## config.mk

```make
export PLATFORM = sky130hd
export DESIGN_NAME = seq_right_shifter
export DESIGN_NICKNAME = d
export VERILOG_FILES = /design/src/rtl/seq_right_shifter.sv
export SDC_FILE = /design/constraint.sdc
export NUM_CORES = 1
export LEC_CHECK = 0
export ABC_AREA = 1
export BUFFER_PORTS_ARGS = -buffer_cell sky130_fd_sc_hd__buf_4
export CORE_AREA = 2 2 69 71
export DETAILED_ROUTE_END_ITERATION = 10
export DIE_AREA = 0 0 71 73
export PLACE_DENSITY = 0.74
export SLEW_MARGIN = 40
export SYNTH_ARGS = -nofsm -noshare
export SYNTH_HDL_FRONTEND = slang
export SYNTH_SLANG_ARGS = --single-unit
```

## constraint.sdc

```tcl
create_clock -name clk -period 1.3 [get_ports clk]
set_input_delay 0.13 -clock clk [delete_from_list [all_inputs] [get_ports clk]]
set_output_delay 0.13 -clock clk [all_outputs]
set_load 0.03 [all_outputs]
```

## src/rtl/seq_right_shifter.sv

```systemverilog
// Multi-cycle right shifter: shifts an operand right one bit per clock,
// logical or arithmetic, and reports the last bit shifted out as a carry.
module seq_right_shifter #(
    parameter int WIDTH = 16,
    parameter int AMT_W = 5
) (
    input  logic             clk,
    input  logic             rst_n,
    input  logic             start,
    input  logic [WIDTH-1:0] A,
    input  logic [AMT_W-1:0] amt,
    input  logic             arith,
    output logic [WIDTH-1:0] R,
    output logic             C,
    output logic             busy,
    output logic             done
);

    // state | meaning
    // IDLE  | waiting for start; R/C hold the last result
    // SHIFT | one bit per clock until cnt reaches zero, then publish
    localparam int CNT_W = $clog2(WIDTH + 1);

    typedef enum logic {
        IDLE  = 1'b0,
        SHIFT = 1'b1
    } state_t;

    state_t           state;
    logic [WIDTH-1:0] data;
    logic [CNT_W-1:0] cnt;
    logic             carry;
    logic             mode;

    always_ff @(posedge clk or negedge rst_n) begin
        if (!rst_n) begin
            state <= IDLE;
            data  <= '0;
            cnt   <= '0;
            carry <= 1'b0;
            mode  <= 1'b0;
            R     <= '0;
            C     <= 1'b0;
            busy  <= 1'b0;
            done  <= 1'b0;
        end else begin
            done <= 1'b0;
            case (state)
                IDLE: begin
                    if (start) begin
                        data  <= A;
                        // Amounts of WIDTH or more all produce a full fill, so clamp.
                        cnt   <= (int'(amt) >= WIDTH) ? CNT_W'(WIDTH) : CNT_W'(amt);
                        carry <= 1'b0;
                        mode  <= arith;
                        busy  <= 1'b1;
                        state <= SHIFT;
                    end
                end
                SHIFT: begin
                    if (cnt != '0) begin
                        carry <= data[0];
                        data  <= {mode & data[WIDTH-1], data[WIDTH-1:1]};
                        cnt   <= cnt - CNT_W'(1);
                    end else begin
                        R     <= data;
                        C     <= carry;
                        done  <= 1'b1;
                        busy  <= 1'b0;
                        state <= IDLE;
                    end
                end
                default: state <= IDLE;
            endcase
        end
    end

endmodule

```

Yosys cells after proc, flatten, opt, wreduce, memory -nomap -nowiden
Cells that the tools add are included.
- register bits after elaboration: 43
- memory bits (writable): 0
- memories kept: 0
- ROM bits: 0
- logic and storage cells: 40
- bits in latches: 0
- divide/modulo/power cells: 0
- magnitude comparators: 1
- shifts and indexed selects: 0
- multipliers: 0
- mux-type cells: 18
- eq/ne operators: 3
- bitwise operators: 3
- add/subtract/negate cells: 1
- reduce and logical (&&, ||, !) cells: 5
- operators by type and width (kind ; count):
    16-bit 2-to-1 mux ; 2
    16-bit case mux with 2 select lines ; 1
    5-bit 2-to-1 mux ; 3
    5-bit case mux with 2 select lines ; 1
    1-bit 2-to-1 mux ; 8
    2-bit AND reduction ; 4
    1-bit case mux with 2 select lines ; 3
    5-bit greater-or-equal comparator, second input constant ; 1
    5-bit nonzero test ; 1
    5-bit by 1-bit subtractor with 5-bit output, second input constant ; 1
    2-bit != test, second input constant ; 2
    2-bit by 1-bit != test with 1-bit output, second input constant ; 1
    1-bit inverter ; 2
    1-bit AND ; 1

Logic depth before layout (Yosys ltp)
Gate-level depths: netlist (run 1).
- depth in word-level cells: 4
- mapped depth: 8

Least setup slack after synthesis (run 1)
OpenSTA, ideal clock, no wires.
- kind: register -> register
- from: reg cnt[0]
- to: reg data[0]
- arrival: 1.234 ns
- slack: -0.055 ns
- cell stages (with the launch flop): 9
- cell sequence: dfrtp_1 inv_1 ha_1 nand3_2 nand2_2 nand2_4 buf_2 nand2_1 o21ai_1
- word-level cells in the longest chain between the ends: 3
- ends and longest elaborated chain (what ; line ; RTL):
    start, declared ; 31 ; logic [CNT_W-1:0] cnt;
    start signal, assigned ; 53 ; cnt <= (int'(amt) >= WIDTH) ? CNT_W'(WIDTH) : CNT_W'(amt);
    start signal, assigned ; 64 ; cnt <= cnt - CNT_W'(1);
    5-bit nonzero test ; 61 ; if (cnt != '0) begin
    2-bit by 1-bit != test with 1-bit output (no line) ; n/a ;
    2-bit AND reduction (no line) ; n/a ;
    end signal, assigned ; 63 ; data <= {mode & data[WIDTH-1], data[WIDTH-1:1]};
    end, declared ; 30 ; logic [WIDTH-1:0] data;
No other way between the ends.
A chain may end at the register's enable or synchronous reset.

Worst setup path after layout (run 1)
- from: reg cnt[0]
- to: reg R[14]
- word-level cells in the longest chain between the ends: 3
- ends and longest elaborated chain (what ; line ; RTL):
    5-bit nonzero test ; 61 ;
    1-bit inverter (no line) ; n/a ;
    2-bit AND reduction (no line) ; n/a ;
    end signal, assigned ; 66 ; R <= data;
    end, declared ; 13 ; output logic [WIDTH-1:0] R,
No other way between the ends.

==> results of run 1 <==
-- layer usage --
| layer | track usage [%] | part of all wire (%) |
|---|---|---|
| met5 | 0 | 0 |
| met3 | 5.11 | 3.8 |
| met4 | 7.97 | 1.8 |
| met2 | 26.6 | 48 |
| met1 | 20.5 | 46 |
-- worst max-delay path: cells and delay by family (launching register included) --
family	cells	cell delay [ns]
adders and majority gates	1	0.15
and+or+nand+nor	3	0.29
buffers and inverters	3	0.31
AOI/OAI and AO/OA	1	0.05
DFF	1	0.40
-- power breakdown --
part | internal, mW | total (mW) | switching (mW)
registers | 1.92 | 2.23 | 0.313
clock network | 0.377 | 0.826 | 0.449
logic | 1.29 | 3.54 | 2.24
-- flip-flops by register name (all words and copies together) (netlist names) --
register	cells
C	1
R	16
busy	1
carry	1
cnt	5
data	16
done	1
mode	1
state	1
-- final cells by class --
class                      instances  area [um^2]
clock inverter                     1         5.00
timing repair inverter             3         28.8
inverter                          26          110
timing repair buffer              52          409
tap                               54         67.6
fill                             405         1990
clock buffer                       7         76.3
sequential                        43         1080
multi-input combinational        143          776
-- path summary, 6_finish.rpt --
kind                       depth (start not counted)    from    end  slack [ns]
max in group asynchronous                          2   rst_n  state        0.55
min reg2reg                                        2    R[7]   R[7]        0.49
max reg2reg                                        8  cnt[0]  R[14]       -0.02
min                                                2   arith   mode        0.06
max                                                8  cnt[0]  R[14]       -0.02
min in group asynchronous                          2   rst_n   R[8]        0.36
-- timing repair --
item	CTS	global route
hold endpoints to repair	43	0
pin swaps	2	4
hold buffers	1	0
gates resized for setup	7	23
setup buffers	0	1
endpoints found under the setup margin	41	40
gates cloned	1	4
-- cells by family after synthesis --
family                   Yosys count  share of synthesized area (%)
flip-flops                        43                           56.4
buffers and inverters             36                           9.31
AND/OR/NAND/NOR                   83                           18.3
multiplexers                       1                          0.590
adder cells (fa/ha/maj)            1                          0.656
AO/OA/AOI/OAI                     56                           14.8
-- cells in the final DEF, fill, tap and decap left out, types with 3 or more instances in the layout --
cell / n
buf_4: 49
nor2_1: 4
nand2_2: 8
nand3_1: 5
o21ai_2: 5
clkbuf_8: 5
inv_1: 22
nand2_1: 58
o21ai_0: 17
dfrtp_1: 42
o21ai_1: 31
nand2_4: 4
inv_2: 3
-- per-stage QoR --
stage / std cells / util [%]
after detailed placement: 314 / 50.3
after global placement: 314 / 50.3
after floorplan: 220 / -
after global routing: 329 / 56.2
final: 329 / 56.2
after CTS: 324 / 53.3
==> out/metrics.cfg, run 1 <==
[status]
status = complete, but fails checks
violations = negative setup slack

[clocking]
cts.sinks = 43
clock_latency_ns = 0.30
max-clock-path-buffers = 2
cts-htree-levels = 2
clk_pin_slew_worst_paths_ns = 0.08
cts_made_buffers = 5
cts_tree = done
cts_root_buffer = clkbuf_8

[drt]
num_vias = 1644
routed_wl_um = 4530
ant_nets = 0
dr.pass1.iters = 4
drc = 0
avgViaCountPerCell = 5.00
wl_per_cell_um = 13.8
drtIter0Drc = 71

[synth]
ys_ff_latch = 43
synth_ff_type = dfrtp_1
yosysTopAreaCell = dfrtp_1
synth_area_mm2 = 0.00191
syn_avg_cell_area_um2 = 8.67
ys_seq_area_share_pct = 56.4
synth_top_area_share_pct = 56.4
synthCells = 220
netlist-cell-type-count = 21
async_reset_ff_share_pct = 100
synthTopCellsByCount = nand2_1 (67), dfrtp_1 (43), o21ai_1 (35), inv_1 (24), o21ai_0 (18)
yosysWarnings = 0
syn_nets = 246
synthTopCellsByArea = dfrtp_1 (56%), nand2_1 (13%), o21ai_1 (9.2%)
synth_edf_count = 0
yosysMostFrequentCell = nand2_1

[timing]
worst_slack_ns = -0.0243
layout_min_cycle_time_ns = 1.32
max_slew.worst_pin.slew_ns = 0.539
rsz0062_at_grt = true
fin_tns_setup_ns = -0.231
final-hold-violation-count = 0
slew_headroom_pct = 64.1
finalCritPeriodShare_pct = 102
skew_ns = 0.00454
finalSetupViolCount = 14
drv_slew = 0
timing.fmax_mhz = 755
whs_ns = 0.0588

[worst_setup_path]
end_kind = flop
crit_fanout = 17
start_kind = flop
crit_path_top_delay_cell = dfrtp_1
critPathKind = reg2reg
cp.arrival_ns = 1.52
slowest_delay_ns = 0.40
crit_path_cell_trace = inv_2, ha_4, nand3_4, nor2_4, buf_12, inv_8, nand2_1, o21ai_1
crit_required_ns = 1.49

[cells_and_area]
fin_area_mm2 = 0.00255
layout.nets = 300
syn2layout_area_growth_pct = 33.6
antennaDiodeCount = 0
drive_gt1_share_pct = 32.4

[grt]
grt_max_degree = 44
grt.total_usage_pct = 16.6
grt_pass1_vias = 1464
grt-ovfl-total = 0
grt_pass1_wl_um = 6600
antenna_found_initial = 0

[placement]
placed_cell_area_mm2 = 0.00228
pre_cts_ws_ns = -0.123
port_buffers = 43
gp_congestion = 0.740
dp_hpwl_um = 2610

[pwr]
power_density_mw_per_mm2 = 2590
fin_total_pwr_mw = 6.59
vdd_drop_max_uv = 1140
leakage_nw = 1.25

[floorplanning]
die_y_um = 73
die_w_um = 71
core_area_mm2 = 0.00454
design.die.area_mm2 = 0.00518
rows = 25
ios = 44
start_util_pct = 42.1

[worst_hold_path]
hold_class = in2reg

[flow_run]
cap_violations = 0

(Power assumes the default switching activity.)
==> run 2, diff against run 1 <==
--- a/config.mk
+++ b/config.mk
@@ -11,6 +11,7 @@
 export DETAILED_ROUTE_END_ITERATION = 10
 export DIE_AREA = 0 0 71 73
 export PLACE_DENSITY = 0.74
+export RECOVER_POWER = 100
 export SLEW_MARGIN = 40
 export SYNTH_ARGS = -nofsm -noshare
 export SYNTH_HDL_FRONTEND = slang
==> run 2 against run 1 <==
The flow still finishes with violations (negative setup slack). Clock power barely moved. Combinational power is 3% lower. Non-clock buffer count did not move. Maximum frequency barely moved. Utilization down 0.91 points. First-iteration DRC count increased by 9.9%. Count of clock-buffer cells in the layout unchanged. Critical path depth is the same.
==> out/metrics.cfg, run 2 (synthesis results as in run 1) <==
[floorplanning]
rows = 25  ; unchanged
start_util_pct = 42.1  ; unchanged
die_w_um = 71  ; unchanged
die_y_um = 73  ; unchanged
ios = 44  ; unchanged
core_area_mm2 = 0.00454  ; unchanged
design.die.area_mm2 = 0.00518  ; unchanged

[clocking]
cts-htree-levels = 2  ; unchanged
max-clock-path-buffers = 2  ; unchanged
cts_tree = done
cts_root_buffer = clkbuf_8
cts_made_buffers = 5  ; unchanged
cts.sinks = 43  ; unchanged
clock_latency_ns = 0.30  ; about the same
clk_pin_slew_worst_paths_ns = 0.08  ; about the same

[pwr]
power_frac_comb_pct = 52.9  ; -0.7 points
netSwitchingFraction_pct = 46.2  ; +0.65 points
power_density_mw_per_mm2 = 2580  ; -0.14%
clock_power_share_pct = 12.7  ; +0.2 points
vdd_drop_max_uv = 1090  ; -4.7%
leakage_nw = 1.20  ; -3.5%
power.switching_mw = 2.99  ; -0.36%
power_frac_seq_pct = 34.4  ; +0.6 points
fin_total_pwr_mw = 6.48  ; -1.8%
p_int_mw = 3.48  ; -2.9%

[worst_setup_path]
end_kind = flop
cp.arrival_ns = 1.52  ; about the same
r2r_cells = 8  ; unchanged
crit_required_ns = 1.49  ; about the same
start_kind = flop
critPathKind = reg2reg
crit_fanout = 17  ; unchanged

[drt]
wl_per_cell_um = 13.7  ; -0.29%
drtIter0Drc = 78  ; +9.9%
avgViaCountPerCell = 5.00  ; unchanged
ant_nets = 0  ; unchanged
num_vias = 1644  ; unchanged
dr.pass1.iters = 4  ; unchanged
routed_wl_um = 4520  ; -0.29%
drc = 0  ; unchanged

[worst_hold_path]
min_path_cells = 2  ; unchanged
hold_class = in2reg

[timing]
rsz0062_at_grt = true
finalCritPeriodShare_pct = 102  ; about the same
finalSetupViolCount = 14  ; unchanged
max_slew.worst_pin.slew_ns = 0.583  ; +0.0443 ns
drv_slew = 0  ; unchanged
layout_min_cycle_time_ns = 1.32  ; +0.000407 ns
skew_ns = 0.00331  ; -0.00123 ns
final-hold-violation-count = 0  ; unchanged
timing.fmax_mhz = 755  ; about the same
slew_headroom_pct = 61.1  ; -3.0 points
worst_slack_ns = -0.0247  ; -0.000407 ns

[grt]
antenna_found_initial = 0  ; unchanged
grt.total_usage_pct = 16.6  ; unchanged
grt-ovfl-total = 0  ; unchanged
grt_pass1_vias = 1464  ; unchanged
grt_max_degree = 44  ; unchanged
grt_pass1_wl_um = 6600  ; unchanged

[flow_run]
cap_violations = 0  ; unchanged

[cells_and_area]
mostFrequentLayoutCells = nand2_1 (58), dfrtp_1 (42), buf_4 (37)
antennaDiodeCount = 0  ; unchanged
ff_latch_area_mm2 = 0.00108  ; unchanged
top_regs = R x16, data x16, cnt x5
multi_input_area_um2 = 776  ; unchanged
fill_cells = 424  ; +4.7%
utilization_pct = 55.3  ; -0.91 points
syn2layout_area_growth_pct = 31.5
finalNonFillerCells = 329  ; unchanged
final_common_cell = nand2_1
drive_gt1_share_pct = 28.4  ; -4.0 points
layout.nets = 300  ; unchanged

[placement]
gp_congestion = 0.740  ; unchanged
dp_hpwl_um = 2610  ; unchanged
port_buffers = 43  ; unchanged
dp_cells = 314  ; unchanged

[status]
violations = negative setup slack
status = complete, but fails checks

run 2: changes by cell type in the layout (fill, tap and decap cells not counted):
| cell | change |
|---|---|
| buf_4 | -12 |
| clkbuf_1 | +11 |
| clkbuf_4 | +1 |
run 2: layout make-up:
class | instances | share of cell area (%)
flip-flops and latches | 43 | 42.9
repair buffers | 52 | 14.7
clock buffers | 7 | 3.04
multi-input cells | 143 | 30.9
inverters | 26 | 4.39
repair inverters | 3 | 1.15
clock inverters | 1 | 0.200
well taps | 54 | 2.69
run 2: metal layers:
| metal | track usage [%] | wire, um | share of wire (%) |
|---|---|---|---|
| met1 | 20.5 | 2060 | 45 |
| met2 | 26.6 | 2180 | 48 |
| met3 | 5.11 | 202 | 4.5 |
| met4 | 7.97 | 80 | 1.8 |
| met5 | 0 | 0 | 0 |
run 2: final timing paths:
kind / start / end / slack [ns]
setup reg to reg: cnt[0] / R[14] / -0.02
hold / removal: arith / mode / 0.06
hold reg to reg: R[6] / R[6] / 0.49
setup / recovery: cnt[0] / R[14] / -0.02
max in group asynchronous: rst_n / state / 0.48
min in group asynchronous: rst_n / R[8] / 0.39
run 2: timing repair:
action / 4_1_cts / 5_1_grt
setup buffers: 0 / 1
resized for setup: 7 / 23
setup endpoints to repair: 41 / 40
hold buffers: 1 / 0
pin swaps: 2 / 4
hold endpoints to repair: 43 / 0
gates cloned: 1 / 4
run 2: power groups by stage:
stage	Sequential, mW	Combinational [mW]	Clock (mW)
6_report	2.23	3.43	0.824
5_1_grt	2.29	3.78	0.889
4_1_cts	2.20	3.20	0.846
3_5_place_dp	2.21	3.00	0
3_3_place_gp	2.19	2.90	0
2_1_floorplan	2.61	1.79	0
run 2: through the flow:
step	hold slack (ns)	TNS, ns	instance area [um^2]	setup slack [ns]
4_1_cts	0.0563	0	2420	0.00612
3_3_place_gp	0.150	-2.39	2280	-0.0924
6_report	0.0588	-0.231	2510	-0.0247
2_1_floorplan	-0.166	0	1920	0.00993
5_1_grt	0.0559	-1.68	2510	-0.0833
3_5_place_dp	0.155	-3.98	2280	-0.123
run 2: critical path, stage by stage, from the launching register on:
cell	delay, ns
dfrtp_1	0.40
inv_2	0.08
ha_4	0.15
nand3_4	0.09
nor2_4	0.14
buf_12	0.16
inv_8	0.07
nand2_1	0.06
o21ai_1	0.05
==> run 3, diff against run 2 <==
--- a/config.mk
+++ b/config.mk
@@ -7,9 +7,10 @@
 export LEC_CHECK = 0
 export ABC_AREA = 1
 export BUFFER_PORTS_ARGS = -buffer_cell sky130_fd_sc_hd__buf_4
-export CORE_AREA = 2 2 69 71
+export CORE_AREA = 2 2 76 64
 export DETAILED_ROUTE_END_ITERATION = 10
-export DIE_AREA = 0 0 71 73
+export DIE_AREA = 0 0 78 66
+export GPL_TIMING_DRIVEN = 0
 export PLACE_DENSITY = 0.74
 export RECOVER_POWER = 100
 export SLEW_MARGIN = 40
==> run 3 against run 2 <==
The run still ends with negative setup slack left. Clock power increased by 27%. Total power increased by 3.0%. Combinational power about the same. Utilization increased by 2.2 points. Cell count increased by 4.3%. Final area increased by 1.0%. Maximum frequency increased by 1.3%. Count of clock-buffer cells in the layout decreased by 2.
==> out/metrics.cfg, run 3 (synthesis results as in run 1) <==
[status]
status = complete, but fails checks
violations = negative setup slack

[placement]
placed_cell_area_mm2 = 0.00232  ; +1.5%
port_buffers = 43  ; unchanged
dp_hpwl_um = 2990  ; +15%
dp_cells = 323  ; +2.9%
gp_congestion = 0.776  ; +4.9%

[cells_and_area]
layout.nets = 308  ; +2.7%
fill_cells = 411  ; -3.1%
syn2layout_area_growth_pct = 32.8
utilization_pct = 57.5  ; +2.2 points
fin_area_mm2 = 0.00253  ; +1.0%
drive_gt1_share_pct = 26.9  ; -1.5 points
top_regs = R x16, data x16, cnt x5
antennaDiodeCount = 0  ; unchanged
mostFrequentLayoutCells = nand2_1 (65), dfrtp_1 (41), buf_4 (35)
final_common_cell = nand2_1
finalNonFillerCells = 343  ; +4.3%

[pwr]
vdd_drop_max_uv = 1130  ; +3.5%
power_density_mw_per_mm2 = 2630  ; +2.0%
leakage_nw = 1.23  ; +1.9%

[timing]
max_slew.worst_pin.slew_ns = 0.587  ; +0.00343 ns
timing.fmax_mhz = 765  ; +1.3%
slew_headroom_pct = 60.9  ; -0.23 points
finalSetupViolCount = 1  ; -13
drv_slew = 0  ; unchanged
finalCritPeriodShare_pct = 101  ; -1.3 points
layout_min_cycle_time_ns = 1.31  ; -0.0169 ns
worst_slack_ns = -0.00780  ; +0.0169 ns
rsz0062_at_grt = true
final-hold-violation-count = 0  ; unchanged
skew_ns = 0.0111  ; +0.00782 ns

[clocking]
clock_latency_ns = 0.30  ; about the same
clk_pin_slew_worst_paths_ns = 0.09  ; about the same
cts_root_buffer = clkbuf_8
cts-htree-levels = 2  ; unchanged
cts.sinks = 43  ; unchanged
cts_made_buffers = 5  ; unchanged
max-clock-path-buffers = 2  ; unchanged
cts_tree = done

[worst_setup_path]
crit_fanout = 10  ; -7
crit_path_cell_trace = inv_2, ha_4, nand3_4, nor2_4, inv_4, buf_6, nand2_1, o21ai_1
crit_path_top_delay_cell = dfrtp_1
critPathKind = reg2reg
cp.arrival_ns = 1.50  ; -0.02 ns
end_kind = flop
start_kind = flop
slowest_delay_ns = 0.41  ; about the same
crit_required_ns = 1.49  ; about the same
r2r_slack_ns = -0.008  ; +0.02 ns
r2r_cells = 8  ; unchanged

[grt]
antenna_found_initial = 0  ; unchanged
grt_pass1_wl_um = 7120  ; +7.8%
grt-ovfl-total = 0  ; unchanged
grt_pass1_vias = 1553  ; +6.1%
grt_max_degree = 44  ; unchanged
grt.total_usage_pct = 18.2  ; +1.6 points

[drt]
ant_nets = 0  ; unchanged
routed_wl_um = 4390  ; -2.8%
num_vias = 1678  ; +2.1%
drtIter0Drc = 122  ; +56%
dr.pass1.iters = 4  ; unchanged
wl_per_cell_um = 12.8  ; -6.8%
drc = 0  ; unchanged
avgViaCountPerCell = 4.89  ; -2.1%

[flow_run]
cap_violations = 0  ; unchanged

[floorplanning]
die_w_um = 78  ; +9.9%
start_util_pct = 43.3  ; +1.3 points
rows = 22  ; -12%
ios = 44  ; unchanged
die_y_um = 66  ; -9.6%
core_area_mm2 = 0.00440  ; -2.9%
design.die.area_mm2 = 0.00515  ; -0.68%

[worst_hold_path]
hold_class = in2reg
min_path_cells = 2  ; unchanged

==> run 3: layout make-up <==
| class | count | area [um^2] | share of cell area, % |
|---|---|---|---|
| sequential | 43 | 1080 | 42.6 |
| multi-input combinational | 141 | 711 | 28.0 |
| timing repair buffer | 55 | 348 | 13.7 |
| buffer | 10 | 106 | 4.20 |
| inverter | 26 | 103 | 4.05 |
| tap | 60 | 75.1 | 2.96 |
| clock buffer | 5 | 68.8 | 2.72 |
| clock inverter | 3 | 43.8 | 1.73 |
==> run 3: critical path: cells and delay by family (launching register included) <==
kind | cells | cell delay, ns
and+or+nand+nor | 3 | 0.27
DFF | 1 | 0.41
adders and majority gates | 1 | 0.15
buffers and inverters | 3 | 0.31
AOI/OAI and AO/OA | 1 | 0.06
==> run 3: final timing paths <==
kind / end / from
worst max-delay path: R[14] / cnt[0]
worst min-delay path: mode / arith
max in group asynchronous: cnt[2] / rst_n
worst max register to register: R[14] / cnt[0]
worst min register to register: busy / busy
min in group asynchronous: R[13] / rst_n
==> run 3: per-layer routing <==
metal	track usage, %	wire, um	vias to the layer above	part of all wire, %
li1	-	-	827	-
met1	23.4	1950	796	45
met2	29.8	2090	48	48
met3	4.64	280	7	6.4
met4	6.58	61	0	1.4
met5	0	0	-	0
==> run 3: repair_timing <==
action / 4_1_cts / 5_1_grt
hold endpoints to repair: 43 / 0
pin swaps: 2 / 2
resized for setup: 12 / 15
endpoints found under the setup margin: 40 / 39
hold buffers: 1 / 0
buffers inserted: 5 / 6
==> run 3: power by group <==
part	leakage [nW]	internal, mW	switching, mW
clock network	0.0581	0.572	0.477
registers	0.543	1.92	0.308
logic	0.627	1.28	2.11
total	1.23	3.77	2.90
==> run 3: stage by stage <==
step           setup slack [ns]  TNS (ns)  hold slack, ns  power (mW)
6_report               -0.00780  -0.00780          0.0712        6.67
5_1_grt                 -0.0641     -1.21          0.0733        7.22
4_1_cts                 -0.0189   -0.0931          0.0647        6.64
3_5_place_dp             -0.182     -3.93           0.155        5.36
3_3_place_gp             -0.155     -2.80           0.156        5.24
2_1_floorplan           0.00993         0          -0.166        4.40
